<file path="config.mk">
export PLATFORM = sky130hd
export DESIGN_NAME = calendar_timer
export DESIGN_NICKNAME = d
export VERILOG_FILES = /design/src/rtl/calendar_timer.sv
export SDC_FILE = /design/constraint.sdc
export NUM_CORES = 1
export LEC_CHECK = 0
export CORE_UTILIZATION = 50
export DETAILED_ROUTE_END_ITERATION = 8
export DONT_BUFFER_PORTS = 1
export PLACE_DENSITY_LB_ADDON = 0.08
export SETUP_SLACK_MARGIN = 0.02
export SLEW_MARGIN = 20
export SYNTH_ARGS = -nofsm -noshare
export SYNTH_HDL_FRONTEND = slang
export SYNTH_SLANG_ARGS = --single-unit
</file>
<file path="constraint.sdc">
create_clock -name clk -period 2.6 [get_ports clk]
set_clock_uncertainty 0.2 [all_clocks]
set_input_delay 0.39 -clock clk [delete_from_list [all_inputs] [get_ports clk]]
set_output_delay 0.39 -clock clk [all_outputs]
set_load 0.05 [all_outputs]
</file>
<file path="src/rtl/calendar_timer.sv">
// Calendar time base: second..year fields advanced by one prescaled tick,
// with preset load, up/down counting, sticky year-wrap flag and h:m:s alarm.
// Ports:
//   clk, reset            - clock, synchronous active-high reset
//   start, stop           - run control levels (stop wins)
//   load, ld_*            - preset all six fields (saturated to field max)
//   dir                   - 0 = count up, 1 = count down
//   alarm_en, al_*        - alarm enable and h:m:s alarm time
//   year..second          - registered time fields
//   running, sec_tick     - run state, one-cycle pulse on field update
//   wrapped, alarm        - sticky year wrap, one-cycle alarm pulse
module calendar_timer #(
  parameter int unsigned TICK_DIV       = 50,
  parameter int unsigned DAYS_PER_MONTH = 30,
  parameter int unsigned MONTHS         = 12,
  parameter int unsigned YEAR_MAX       = 99
) (
  input  logic       clk,
  input  logic       reset,
  input  logic       start,
  input  logic       stop,
  input  logic       load,
  input  logic       dir,
  input  logic [7:0] ld_year,
  input  logic [7:0] ld_month,
  input  logic [7:0] ld_day,
  input  logic [7:0] ld_hour,
  input  logic [7:0] ld_minute,
  input  logic [7:0] ld_second,
  input  logic       alarm_en,
  input  logic [7:0] al_hour,
  input  logic [7:0] al_minute,
  input  logic [7:0] al_second,
  output logic [7:0] year,
  output logic [7:0] month,
  output logic [7:0] day,
  output logic [7:0] hour,
  output logic [7:0] minute,
  output logic [7:0] second,
  output logic       running,
  output logic       sec_tick,
  output logic       wrapped,
  output logic       alarm
);

  localparam int unsigned PW = (TICK_DIV > 1) ? $clog2(TICK_DIV) : 1;

  localparam logic [7:0] SEC_MAX  = 8'd59;
  localparam logic [7:0] MIN_MAX  = 8'd59;
  localparam logic [7:0] HOUR_MAX = 8'd23;
  localparam logic [7:0] DAY_MAX  = 8'(DAYS_PER_MONTH - 1);
  localparam logic [7:0] MON_MAX  = 8'(MONTHS - 1);
  localparam logic [7:0] YR_MAX   = 8'(YEAR_MAX);

  localparam logic [0:0] IDLE = 1'b0;
  localparam logic [0:0] RUN  = 1'b1;

  logic [0:0]    state, state_nxt;
  logic [PW-1:0] presc, presc_nxt;
  logic          tick_c;
  logic          alarm_pend;

  logic [8:0] s_r, m_r, h_r, d_r, mo_r, y_r;
  logic       c_min, c_hour, c_day, c_mon, c_year, yr_wrap;
  logic [7:0] sec_n, min_n, hour_n, day_n, mon_n, year_n;

  // One step of a field: returns {wrap, new value}, wrapping at max / 0.
  function automatic logic [8:0] bump(input logic [7:0] v, input logic [7:0] max,
                                      input logic dn);
    logic       w;
    logic [7:0] n;
    if (!dn) begin
      w = (v >= max);
      n = w ? 8'd0 : v + 8'd1;
    end else begin
      w = (v == 8'd0);
      n = w ? max : v - 8'd1;
    end
    return {w, n};
  endfunction

  function automatic logic [7:0] sat(input logic [7:0] v, input logic [7:0] max);
    return (v > max) ? max : v;
  endfunction

  // Run state register
  always_ff @(posedge clk) begin
    if (reset) state <= IDLE;
    else       state <= state_nxt;
  end

  // Run state next-state: stop dominates start
  always_comb begin
    state_nxt = state;
    if (stop)       state_nxt = IDLE;
    else if (start) state_nxt = RUN;
  end

  assign running = state[0];

  // Prescaler: counts only when already running; load restarts the interval
  always_comb begin
    presc_nxt = presc;
    tick_c    = 1'b0;
    if (load) begin
      presc_nxt = '0;
    end else if (state == RUN) begin
      if (presc == PW'(TICK_DIV - 1)) begin
        presc_nxt = '0;
        tick_c    = 1'b1;
      end else begin
        presc_nxt = presc + PW'(1);
      end
    end
  end

  // Single-edge carry/borrow cascade from second up to year
  always_comb begin
    s_r  = bump(second, SEC_MAX,  dir);
    m_r  = bump(minute, MIN_MAX,  dir);
    h_r  = bump(hour,   HOUR_MAX, dir);
    d_r  = bump(day,    DAY_MAX,  dir);
    mo_r = bump(month,  MON_MAX,  dir);
    y_r  = bump(year,   YR_MAX,   dir);

    c_min   = tick_c & s_r[8];
    c_hour  = c_min  & m_r[8];
    c_day   = c_hour & h_r[8];
    c_mon   = c_day  & d_r[8];
    c_year  = c_mon  & mo_r[8];
    yr_wrap = c_year & y_r[8];

    sec_n  = tick_c ? s_r[7:0]  : second;
    min_n  = c_min  ? m_r[7:0]  : minute;
    hour_n = c_hour ? h_r[7:0]  : hour;
    day_n  = c_day  ? d_r[7:0]  : day;
    mon_n  = c_mon  ? mo_r[7:0] : month;
    year_n = c_year ? y_r[7:0]  : year;
  end

  // Field, flag and alarm registers
  always_ff @(posedge clk) begin
    if (reset) begin
      presc      <= '0;
      year       <= 8'd0;
      month      <= 8'd0;
      day        <= 8'd0;
      hour       <= 8'd0;
      minute     <= 8'd0;
      second     <= 8'd0;
      sec_tick   <= 1'b0;
      wrapped    <= 1'b0;
      alarm_pend <= 1'b0;
      alarm      <= 1'b0;
    end else begin
      presc <= presc_nxt;
      // A match captured on the tick edge pulses one cycle later regardless of alarm_en
      alarm      <= alarm_pend;
      alarm_pend <= tick_c & alarm_en & (hour_n == al_hour) &
                    (min_n == al_minute) & (sec_n == al_second);
      sec_tick   <= tick_c;
      if (load) begin
        year    <= sat(ld_year,   YR_MAX);
        month   <= sat(ld_month,  MON_MAX);
        day     <= sat(ld_day,    DAY_MAX);
        hour    <= sat(ld_hour,   HOUR_MAX);
        minute  <= sat(ld_minute, MIN_MAX);
        second  <= sat(ld_second, SEC_MAX);
        wrapped <= 1'b0;
      end else begin
        year   <= year_n;
        month  <= mon_n;
        day    <= day_n;
        hour   <= hour_n;
        minute <= min_n;
        second <= sec_n;
        if (yr_wrap) wrapped <= 1'b1;
      end
    end
  end

endmodule

</file>
==> summary.md, run 1 <==
| Metric | Value |
|---|---|
| Post-Syn Instances | 694 |
| Seq cells post-synth | 59 |
| CP Capture Type | register |
| CP dominant cell by count | o21ai_2 |
| Crit-path cells | ha_4, o2111a_1, o21ai_2, buf_6, nand2_1, nor4_4, o21ai_2, a2111oi_4, o2111ai_2, nor4_2 |
| Syn_nets | roughly 790 |
| Mapped Area | 5120 um^2 |
| Synthesized-area fraction occupied by adder cells | 0.0489 |
| Initial antenna violation count | 0 |
| WS Path Type | reg2reg |
| Synth Area in Compound Gates | 0.295 |
| Final Hold Vio Count | 0 |
| Synth Flop Type | dfxtp_1 |
| # diodes | 0 |
| Placer congestion estimate | 1.01 |
| Synth async-reset ratio | 0 |
| Area Growth Syn to Fin | 43.9% |
| Placed Area | 6520 um^2 |
| HP Class | in2reg |
| Largest net degree at the start of global routing | 54 |
| # DRC | 0 |
| Nature of the critical path startpoint | register |
| Final WS setup | -0.265 ns |
| Die X | 103 um |
| Post-DP HPWL | 14.0 mm |
| Total CTS buffers | 9 |
| Simple-Gate Fraction of Synth Area | 0.296 |
| R2R setup slack | -0.26 ns |
| Final WL | 19.4 mm |
| IO Count | 131 |
| CP required | 2.68 ns |
| Area share of xor/xnor cells in the synthesized design | 0.0581 |
| Final setup vio count | 14 |
| Share of layout cells above drive strength 1 | 0.374 |
| DRT iter0 DRCs | 368 |
| Die H | 103 um |
| Overall power | between 0.002 and 0.003 W |
| Unrepaired setup endpoints after global routing | true |
| Initial Util | 0.519 |
| Mux cell area share after synthesis | 0.0159 |
| Relative slew slack | 0.570 |
| Die footprint | 10700 um^2 |
| CP arrival | 2.94 ns |
| Wire length per cell | approximately 20 um |
| Status | finished, violations left |
| Vias in the first global route | 5864 |
| Pre-CTS setup slack | -0.207 ns |
| Pwr Density | 375 nW/um^2 |
| Yosys warnings | 0 |
| ANT nets after route | 0 |
| Worst vdd ir | 0.320 mV |
| TritonCTS clock tree | yes |
| Slowest cell on the critical path | a2111oi_4 |
| Worst slew pin tran | 0.639 ns |
| Total core area | 9860 um^2 |
| Max Clk Rate | about 350 MHz |
| Critical path fanouts, max | 5 |
| Post-Place Cells | 948 |
| Sinks on Clock Net | slightly below 60 |
| Maxcap violations | 0 |
| Post-route cell area | 7370 um^2 |
| Detailed Routing Iterations Pass 1 | 5 |
| Clock transition at the registers of the reported paths | roughly 0.080 ns |
| Row count | 36 |
| Max-slew violations | 0 |
| Nets | 958 |
| PortBufs | 0 |
| Tcrit/Tclk final | 1.10 |
| H-tree levels | 3 |
| Global-route wire length before repair | 28.6 mm |
| Layout Cells excl Fill | 997 |
| Tmin final | 2.86 ns |
| Vias per cell | 6.39 |
| Hold slack | 0.00771 ns |
| Vias | roughly 6400 |
| Failing checks | negative setup slack |
| CP peak stage delay | 0.40 ns |
| Mean area per synthesized cell | between 7 and 8 um^2 |
| Total gr overflow | 0 |
| Post-synth EDFFs | 0 |
| GR Util All Layers | 0.352 |
| Main combinational cell family by area after synthesis | simple AND/OR/NAND/NOR gates |
| Sequential element share of the synthesized area | 0.231 |
| CTS Buffer Depth | 2 |
| Total leakage power | 2.98 nW |
| Later-pin clock latency in the skew report | 0.36 ns |
| Root buf cell | clkbuf_8 |
| Synth cell types | 82 |
routing by layer:
| layer | part of all wire | up-vias | wire length, um | track usage |
|---|---|---|---|---|
| li1 | - | 2920 | - | - |
| met1 | 0.39 | 3016 | 7500 | 0.428 |
| met2 | 0.48 | 376 | 9280 | 0.579 |
| met3 | 0.099 | 57 | 1910 | 0.0880 |
| met4 | 0.035 | 0 | 679 | 0.174 |
| met5 | 0 | - | 0 | 0 |
final cells by class:
cell class,count,area (um^2)
Inverter,28,115
Multi-Input combinational cell,566,4100
Sequential cell,59,1230
Timing Repair Buffer,195,1580
Fill cell,751,2490
Tap cell,133,166
Clock inverter,2,10.0
Clock buffer,14,163
cell usage in the layout (no fill, tap or decap), types with 7 or more instances in the layout:
cell type / n
nand3_1: 23
xor2_1: 14
a211oi_1: 15
nand4_1: 14
nor4_1: 12
o221a_2: 9
buf_6: 18
dfxtp_4: 10
nor2_1: 76
and3_1: 10
a31oi_1: 8
o21ai_0: 29
ha_1: 14
a21oi_2: 11
dfxtp_1: 37
buf_4: 165
a21oi_1: 45
nor2b_1: 8
nand2_1: 56
nor3_1: 21
mux2i_1: 7
a211oi_2: 8
inv_1: 23
dfxtp_2: 12
nand2b_1: 12
clkbuf_8: 11
xnor2_1: 18
dlygate4sd3_1: 10
or3_1: 7
cells by family (layout without fill, tap and decap cells):
logic type / Yosys count / after routing
muxes: 8 / 8
buffers and inverters: 69 / 239
DFF: 59 / 59
AOI/OAI and AO/OA: 216 / 216
adders and majority gates: 20 / 20
xor gates and xnor gates: 34 / 34
and+or+nand+nor: 288 / 288
Yosys cell counts, types with 4 or more instances:
master / count / area share
o211ai_1: 5 / 0.0073
dfxtp_1: 59 / 0.23
ha_1: 20 / 0.049
a22oi_1: 5 / 0.0073
a211oi_1: 23 / 0.034
nand2b_1: 12 / 0.015
a31oi_1: 11 / 0.013
and3_1: 10 / 0.012
xor2_1: 15 / 0.026
xnor2_1: 19 / 0.032
nand3_1: 24 / 0.023
or3_1: 9 / 0.011
o22ai_1: 5 / 0.0061
nand4_1: 14 / 0.017
nor2b_1: 9 / 0.011
nor3_1: 22 / 0.022
a221oi_1: 5 / 0.0086
o221a_2: 9 / 0.020
and2_1: 7 / 0.0086
buf_2: 7 / 0.0068
nor2_1: 81 / 0.059
o2111ai_1: 5 / 0.0086
clkbuf_1: 26 / 0.019
a32oi_1: 4 / 0.0068
buf_1: 4 / 0.0029
o31ai_1: 6 / 0.0088
mux2i_1: 7 / 0.014
o21ai_0: 41 / 0.040
nor4_1: 12 / 0.015
a21oi_1: 56 / 0.055
nand2_1: 57 / 0.042
inv_1: 27 / 0.020
sequential cells by signal (all words and copies together) (netlist names):
register,flops
sec_tick,1
year,8
presc,6
month,8
alarm,1
second,8
running,1
minute,8
wrapped,1
hour,8
alarm_pend,1
day,8
through the flow:
step / util / setup TNS [ns]
final: 0.747 / -2.13
after global routing: 0.747 / -3.61
after detailed placement: 0.661 / -1.09
after floorplan: - / -0.431
after CTS: 0.711 / -1.84
after global placement: 0.661 / -0.576
repair_timing:
action | in CTS | in global routing
setup buffers | 10 | 14
endpoints found under the setup margin | 19 | 30
gates resized for setup | 36 | 62
hold endpoints to repair | 30 | 0
hold buffers | 11 | 0
pin swaps | 19 | 30
final timing paths:
| kind | startpoint | end | cells after the start |
|---|---|---|---|
| setup reg to reg | minute[0] | alarm_pend | 10 |
| hold reg to reg | alarm_pend | alarm | 1 |
| setup / recovery | minute[0] | alarm_pend | 10 |
| hold / removal | load | month[3] | 2 |
power by group:
part           total, W  leakage [nW]  switching, W  internal (W)
combinational  0.000980          2.40      0.000573      0.000408
sequential     0.000983         0.493     0.0000451      0.000937
clock          0.000798        0.0905      0.000401      0.000397
critical path, delay by kind of cell (launching register included):
kind	cells	cell delay, ns
buffers and inverters	1	0.16
flip-flops	1	0.38
adder cells (fa/ha/maj)	1	0.16
AND/OR/NAND/NOR	3	0.71
AO/OA/AOI/OAI	5	1.15
Power figures use the tool's default switching activity.
==> inputs of run 2 (changes only) <==
ABC_AREA = 1   (was not set)
==> run 2 against run 1 <==
The run now ends clean. Sequential power is essentially flat. Non-clock buffer count is 118 lower. Clock-buffer cell count down 1. Cell count rose by 8.3%. Critical path depth grew 3. Synthesized cell count is 27% higher. Core utilization decreased by 15 points. Critical path type unchanged. Global-route usage shrank 4.5 points.
==> summary.md, run 2 <==
| Metric | Value |
|---|---|
| Tmin final | 2.48 ns |
| Unrepaired setup endpoints after global routing | true |
| Die footprint | 11100 um^2 |
| GR Util All Layers | 0.306 |
| Top post-synthesis cells by area | dfxtp_1 (22%), nand2_1 (17%), nor2_1 (7.7%) |
| Most frequent cells in the layout | nand2_1 (233), nor2_1 (108), inv_1 (96) |
| Area occupied by multi-input gates | between 3000 and 4000 um^2 |
| Die H | 105 um |
| CP arrival | ~2.5 ns |
| Total CTS buffers | 9 |
| HP Class | in2reg |
| IO Count | 131 |
| Area share of the largest cell type after synthesis | 0.222 |
| Busiest grt layer | met2 |
| Placed Area | 5840 um^2 |
| Placer congestion estimate | just under 1 |
| Maxcap violations | 0 |
| Synth Flop Type | dfxtp_1 |
| Root buf cell | clkbuf_8 |
| Synth cell types | 56 |
| CP bufs+invs | 3 |
| CP delay by family, top | simple AND/OR/NAND/NOR gates |
| Wire length per cell | 15.3 um |
| Critical path fanouts, max | 7 |
| Post-synth EDFFs | 0 |
| R2R setup slack | around 0.12 ns |
| DRT iter0 DRCs | 380 |
| Most numerous cell in the Yosys netlist | nand2_1 |
| # DRC | 0 |
| Sequential element share of the synthesized area | 0.222 |
| Nets | 1038 |
| Post-Syn Instances | just under 900 |
| Die X | 105 um |
| Clock transition at the registers of the reported paths | about 0.07 ns |
| Global-route wire length before repair | 26.9 mm |
| CP peak stage delay | 0.33 ns |
| # diodes | 0 |
| Routing usage on met1 | 0.368 |
| Crit-path cells | inv_1, ha_1, inv_1, nor2_2, nand3_4, a21oi_4, nand2_4, nor2_8, nand2_1, nand2_1, inv_2, nand2_1, o22ai_1 |
| TritonCTS clock tree | yes |
| Syn_nets | between 900 and 1000 |
| ANT nets after route | 0 |
| Post-synth top cells | nand2_1 (234), nor2_1 (109), inv_1 (96), nand3_1 (78), dfxtp_1 (59) |
| Post-synth top area cell | dfxtp_1 |
| Slowest cell on the critical path | dfxtp_1 |
| Later-pin clock latency in the skew report | 0.35 ns |
| Setup TNS Final | 0 ns |
| Final-layout fill cell count | 1041 |
| Final WS setup | around 0.12 ns |
| Total gr overflow | 0 |
| H-tree levels | 3 |
| PortBufs | 0 |
| Worst vdd ir | approximately 0.24 mV |
| Relative slew slack | 0.396 |
| Mean area per synthesized cell | 6.06 um^2 |
| Max Clk Rate | 402 MHz |
| Max-slew violations | 0 |
| Register area | roughly 1200 um^2 |
| Share of layout cells above drive strength 1 | 0.148 |
| GRT met3 Usage | 0.0692 |
| Total core area | around 10000 um^2 |
| Final setup vio count | 0 |
| Synth async-reset ratio | 0 |
| Post-route cell area | 6190 um^2 |
| Seq cells post-synth | 59 |
| Status | finished, final reports clean |
| CP required | 2.59 ns |
| Final WL | 16.6 mm |
| Yosys warnings | 0 |
| Tcrit/Tclk final | 0.956 |
| CP dominant cell by count | nand2_1 |
| Initial Util | 0.515 |
| Initial antenna violation count | 0 |
| WS Path Type | reg2reg |
| Vias in the first global route | 5722 |
| CTS Buffer Depth | 2 |
| Area Growth Syn to Fin | 16.4% |
| Detailed Routing Iterations Pass 1 | 5 |
| Vias per cell | 5.53 |
| Row count | 37 |
| Global routing usage on met2 | 0.525 |
| Worst slew pin tran | 0.903 ns |
| Mapped Area | 5320 um^2 |
| Total leakage power | 2.99 nW |
| Largest net degree at the start of global routing | 24 |
| Final Hold Vio Count | 0 |
| Commonest non-fill, non-tap cell in the layout | nand2_1 |
| CP Capture Type | register |
| Sinks on Clock Net | between 50 and 60 |
| Pwr Density | between 400 and 500 nW/um^2 |
| Nature of the critical path startpoint | register |
| Pre-CTS setup slack | 0.124 ns |
| Vias | 5977 |
| Post-DP HPWL | 12.8 mm |
==> run 2: changes by cell type after synthesis, moves of 10 or more <==
| cell | change |
|---|---|
| nand3_1 | +54 |
| xnor2_1 | -13 |
| nor2_2 | +11 |
| clkbuf_1 | -15 |
| a211oi_1 | -19 |
| nor2_1 | +28 |
| nor4_1 | -10 |
| inv_1 | +69 |
| nand2b_1 | -12 |
| a21oi_1 | -25 |
| nand2_1 | +177 |
==> run 2: logic make-up (layout without fill, tap and decap cells) <==
| kind of cell | count (synthesis) | count (layout) | share of synthesized area |
|---|---|---|---|
| DFF | 59 | 59 | 0.222 |
| buffers and inverters | 131 | 197 | 0.100 |
| xor gates and xnor gates | 26 | 26 | 0.0428 |
| AOI/OAI and AO/OA | 135 | 135 | 0.152 |
| adders and majority gates | 20 | 20 | 0.0471 |
| and+or+nand+nor | 507 | 507 | 0.436 |
==> run 2: final timing paths <==
kind           startpoint         to  depth (start not counted)
min          ld_second[2]  second[2]                          2
max             second[1]   month[3]                         13
min reg2reg    alarm_pend      alarm                          2
max reg2reg     second[1]   month[3]                         13
==> run 2: area by class of cell <==
| class | count | area share |
|---|---|---|
| Clock buffer | 13 | 0.0273 |
| Sequential cell | 59 | 0.192 |
| Clock inverter | 3 | 0.00728 |
| Inverter | 104 | 0.0635 |
| Multi-Input combinational cell | 688 | 0.584 |
| Timing Repair Buffer | 77 | 0.0978 |
| Tap cell | 136 | 0.0275 |
==> run 2: metrics by stage <==
| stage | util | power [W] | std cells | hold slack (ns) |
|---|---|---|---|---|
| after CTS | 0.592 | 0.00274 | 1074 | 0.00138 |
| after floorplan | - | 0.00163 | 878 | 0.188 |
| after global placement | 0.565 | 0.00180 | 1052 | 0.204 |
| final | 0.600 | 0.00274 | 1080 | 0.00870 |
| after detailed placement | 0.565 | 0.00181 | 1052 | 0.203 |
| after global routing | 0.600 | 0.00289 | 1080 | 0.00721 |
==> run 2: timing repair <==
item                                    in CTS  in global routing
endpoints found under the setup margin       0                 14
hold buffers                                 6                  0
setup buffers                                0                  6
hold endpoints to repair                    19                  0
gates resized for setup                      0                 10
==> run 2: power breakdown <==
group | internal (W) | leakage, nW | switching (W)
clock | 0.000522 | 0.102 | 0.000393
sequential | 0.000943 | 0.485 | 0.0000566
combinational | 0.000279 | 2.40 | 0.000547
==> run 2: metal layers <==
| metal | vias up | wire length [um] |
|---|---|---|
| met5 | - | 0 |
| met4 | 0 | 451 |
| met3 | 29 | 1210 |
| met2 | 215 | 7880 |
| met1 | 2721 | 7030 |
| li1 | 3012 | - |
==> inputs of run 3 (changes only) <==
--- a/config.mk
+++ b/config.mk
@@ -8,2 +8,3 @@
 export ABC_AREA = 1
+export CORE_ASPECT_RATIO = 1.75
 export CORE_UTILIZATION = 50
--- a/constraint.sdc
+++ b/constraint.sdc
@@ -4,2 +4,2 @@
 set_output_delay 0.39 -clock clk [all_outputs]
-set_load 0.05 [all_outputs]
+set_load 0.005 [all_outputs]
==> run 3 against run 2 <==
Cell area fell by 3.4%. Combinational power fell by 23%. Fmax rose by 2.3%. Core utilization fell by 1.9 points. Worst setup slack improved by 0.055 ns. Non-clock buffer count fell by 45. Clock-buffer cell count fell by 1. Sequential share of layout area rose by 0.79 points. Flip-flop and latch count did not move. Cell count fell by 5.0%. Critical path type unchanged. Critical endpoint is now year[6].
==> summary.md, run 3 (synthesized netlist as in run 2, its figures left out) <==
| Metric | Value |
|---|---|
| Status | finished, final reports clean |
| Final-layout fill cell count | 1052 |
| Clock transition at the registers of the reported paths | roughly 0.060 ns |
| Die X | 80.0 um |
| Hold slack | 0.0156 ns |
| ANT nets after route | 0 |
| Metal3 WL | 1.24 mm |
| Area Growth Syn to Fin | 12.4% |
| GR Util All Layers | 0.317 |
| Vias per cell | between 5 and 6 |
| Post-DP HPWL | about 13 mm |
| TritonCTS clock tree | yes |
| Vias | approximately 6000 |
| Total core area | 10300 um^2 |
| CP delay by family, top | simple AND/OR/NAND/NOR gates |
| Vias in the first global route | 6057 |
| Final setup vio count | 0 |
| Worst slew pin tran | 0.798 ns |
| Largest net degree at the start of global routing | 24 |
| Tmin final | approximately 2.4 ns |
| Initial Util | 0.516 |
| Slowest cell on the critical path | dfxtp_1 |
| Relative slew slack | 0.466 |
| Share of layout cells above drive strength 1 | 0.118 |
| IO Count | 131 |
| CP peak stage delay | 0.40 ns |
| H-tree levels | 3 |
| CP required | 2.59 ns |
| Setup TNS Final | 0 ns |
| Final WS setup | approximately 0.17 ns |
| Max-slew violations | 0 |
| CP bufs+invs | 3 |
| Area occupied by multi-input gates | 3640 um^2 |
| Initial antenna violation count | 0 |
| Final Hold Vio Count | 0 |
| WL met2 | 8.92 mm |
| Total gr overflow | 0 |
| CP arrival | about 2.4 ns |
| Die H | 138 um |
| PortBufs | 0 |
| Pre-CTS setup slack | about 0.07 ns |
| Root buf cell | clkbuf_16 |
| Worst vdd ir | 0.337 mV |
| CP Capture Type | register |
| Unrepaired setup endpoints after global routing | false |
| Row count | 49 |
| CTS Buffer Depth | 2 |
| Pwr Density | 499 nW/um^2 |
| Register area | between 1000 and 1500 um^2 |
| WS Path Type | reg2reg |
| Tcrit/Tclk final | 0.935 |
| Critical path fanouts, max | 8 |
| Nets | ~990 |
| DRT iter0 DRCs | 312 |
| Commonest non-fill, non-tap cell in the layout | nand2_1 |
| Sinks on Clock Net | 59 |
| Most frequent cells in the layout | nand2_1 (233), nor2_1 (104), inv_1 (95) |
| HP Class | in2reg |
| Max Clk Rate | 412 MHz |
| Die footprint | 11100 um^2 |
| Maxcap violations | 0 |
| Final WL | 17.1 mm |
| Global-route wire length before repair | 27.6 mm |
| Crit-path cells | inv_1, ha_1, nand2_1, nor2_2, nor2_2, inv_1, nand2_2, nor2_8, a31oi_4, clkinv_2, o21ai_1, nor2_1 |
| Placer congestion estimate | 0.976 |
| Wire length per cell | 16.7 um |
| Total leakage power | 2.81 nW |
| Later-pin clock latency in the skew report | 0.33 ns |
| Top Metal Used | met4 |
| Detailed Routing Iterations Pass 1 | 5 |
| Total CTS buffers | 9 |
| M1 WL | 6.08 mm |
| Core Util, Final | 0.580 |
| Nature of the critical path startpoint | register |
| # DRC | 0 |
| # diodes | 0 |
-- run 3: changes by cell type in the layout (fill, tap and decap cells not counted), sizes merged --
cell,change
buf,-44
bufinv,+1
clkbuf,-1
clkinv,+1
clkinvlp,-1
dlygate4sd3,-1
-- run 3: through the flow --
step	area [um^2]	instances	total power [W]
2_1_floorplan	5320	878	0.00150
3_3_place_gp	5510	1001	0.00164
3_5_place_dp	5510	1001	0.00165
4_1_cts	5890	1022	0.00299
5_1_grt	5980	1026	0.00313
6_report	5980	1026	0.00298
-- run 3: layout make-up --
| cell class | count | share of cell area |
|---|---|---|
| Clock buffer | 12 | 0.0429 |
| Clock inverter | 4 | 0.0121 |
| Inverter | 104 | 0.0657 |
| Multi-Input combinational cell | 688 | 0.610 |
| Sequential cell | 59 | 0.200 |
| Tap cell | 127 | 0.0266 |
| Timing Repair Buffer | 32 | 0.0429 |
-- run 3: what timing repair did --
item / CTS / global route
endpoints found under the setup margin: 0 / 19
setup buffers: 0 / 4
endpoints found under the hold margin: 18 / 0
hold buffers: 5 / 0
gates resized for setup: 0 / 23
-- run 3: path summary, 6_finish.rpt --
path,slack (ns),from,depth (start not counted),endpoint
setup / recovery,0.17,hour[0],12,year[6]
hold / removal,0.02,ld_minute[2],2,minute[2]
setup reg to reg,0.17,hour[0],12,year[6]
hold reg to reg,0.32,presc[0],2,presc[0]
-- run 3: routing by layer --
layer	GRT usage	vias up
met5	0	-
met4	0.182	0
met3	0.0766	69
met2	0.577	264
met1	0.314	2744
li1	-	2931
-- run 3: power by group --
part / internal [W] / switching, W
clock: 0.000890 / 0.000431
combinational: 0.000239 / 0.000400
sequential: 0.000945 / 0.0000779
total: 0.00207 / 0.000909
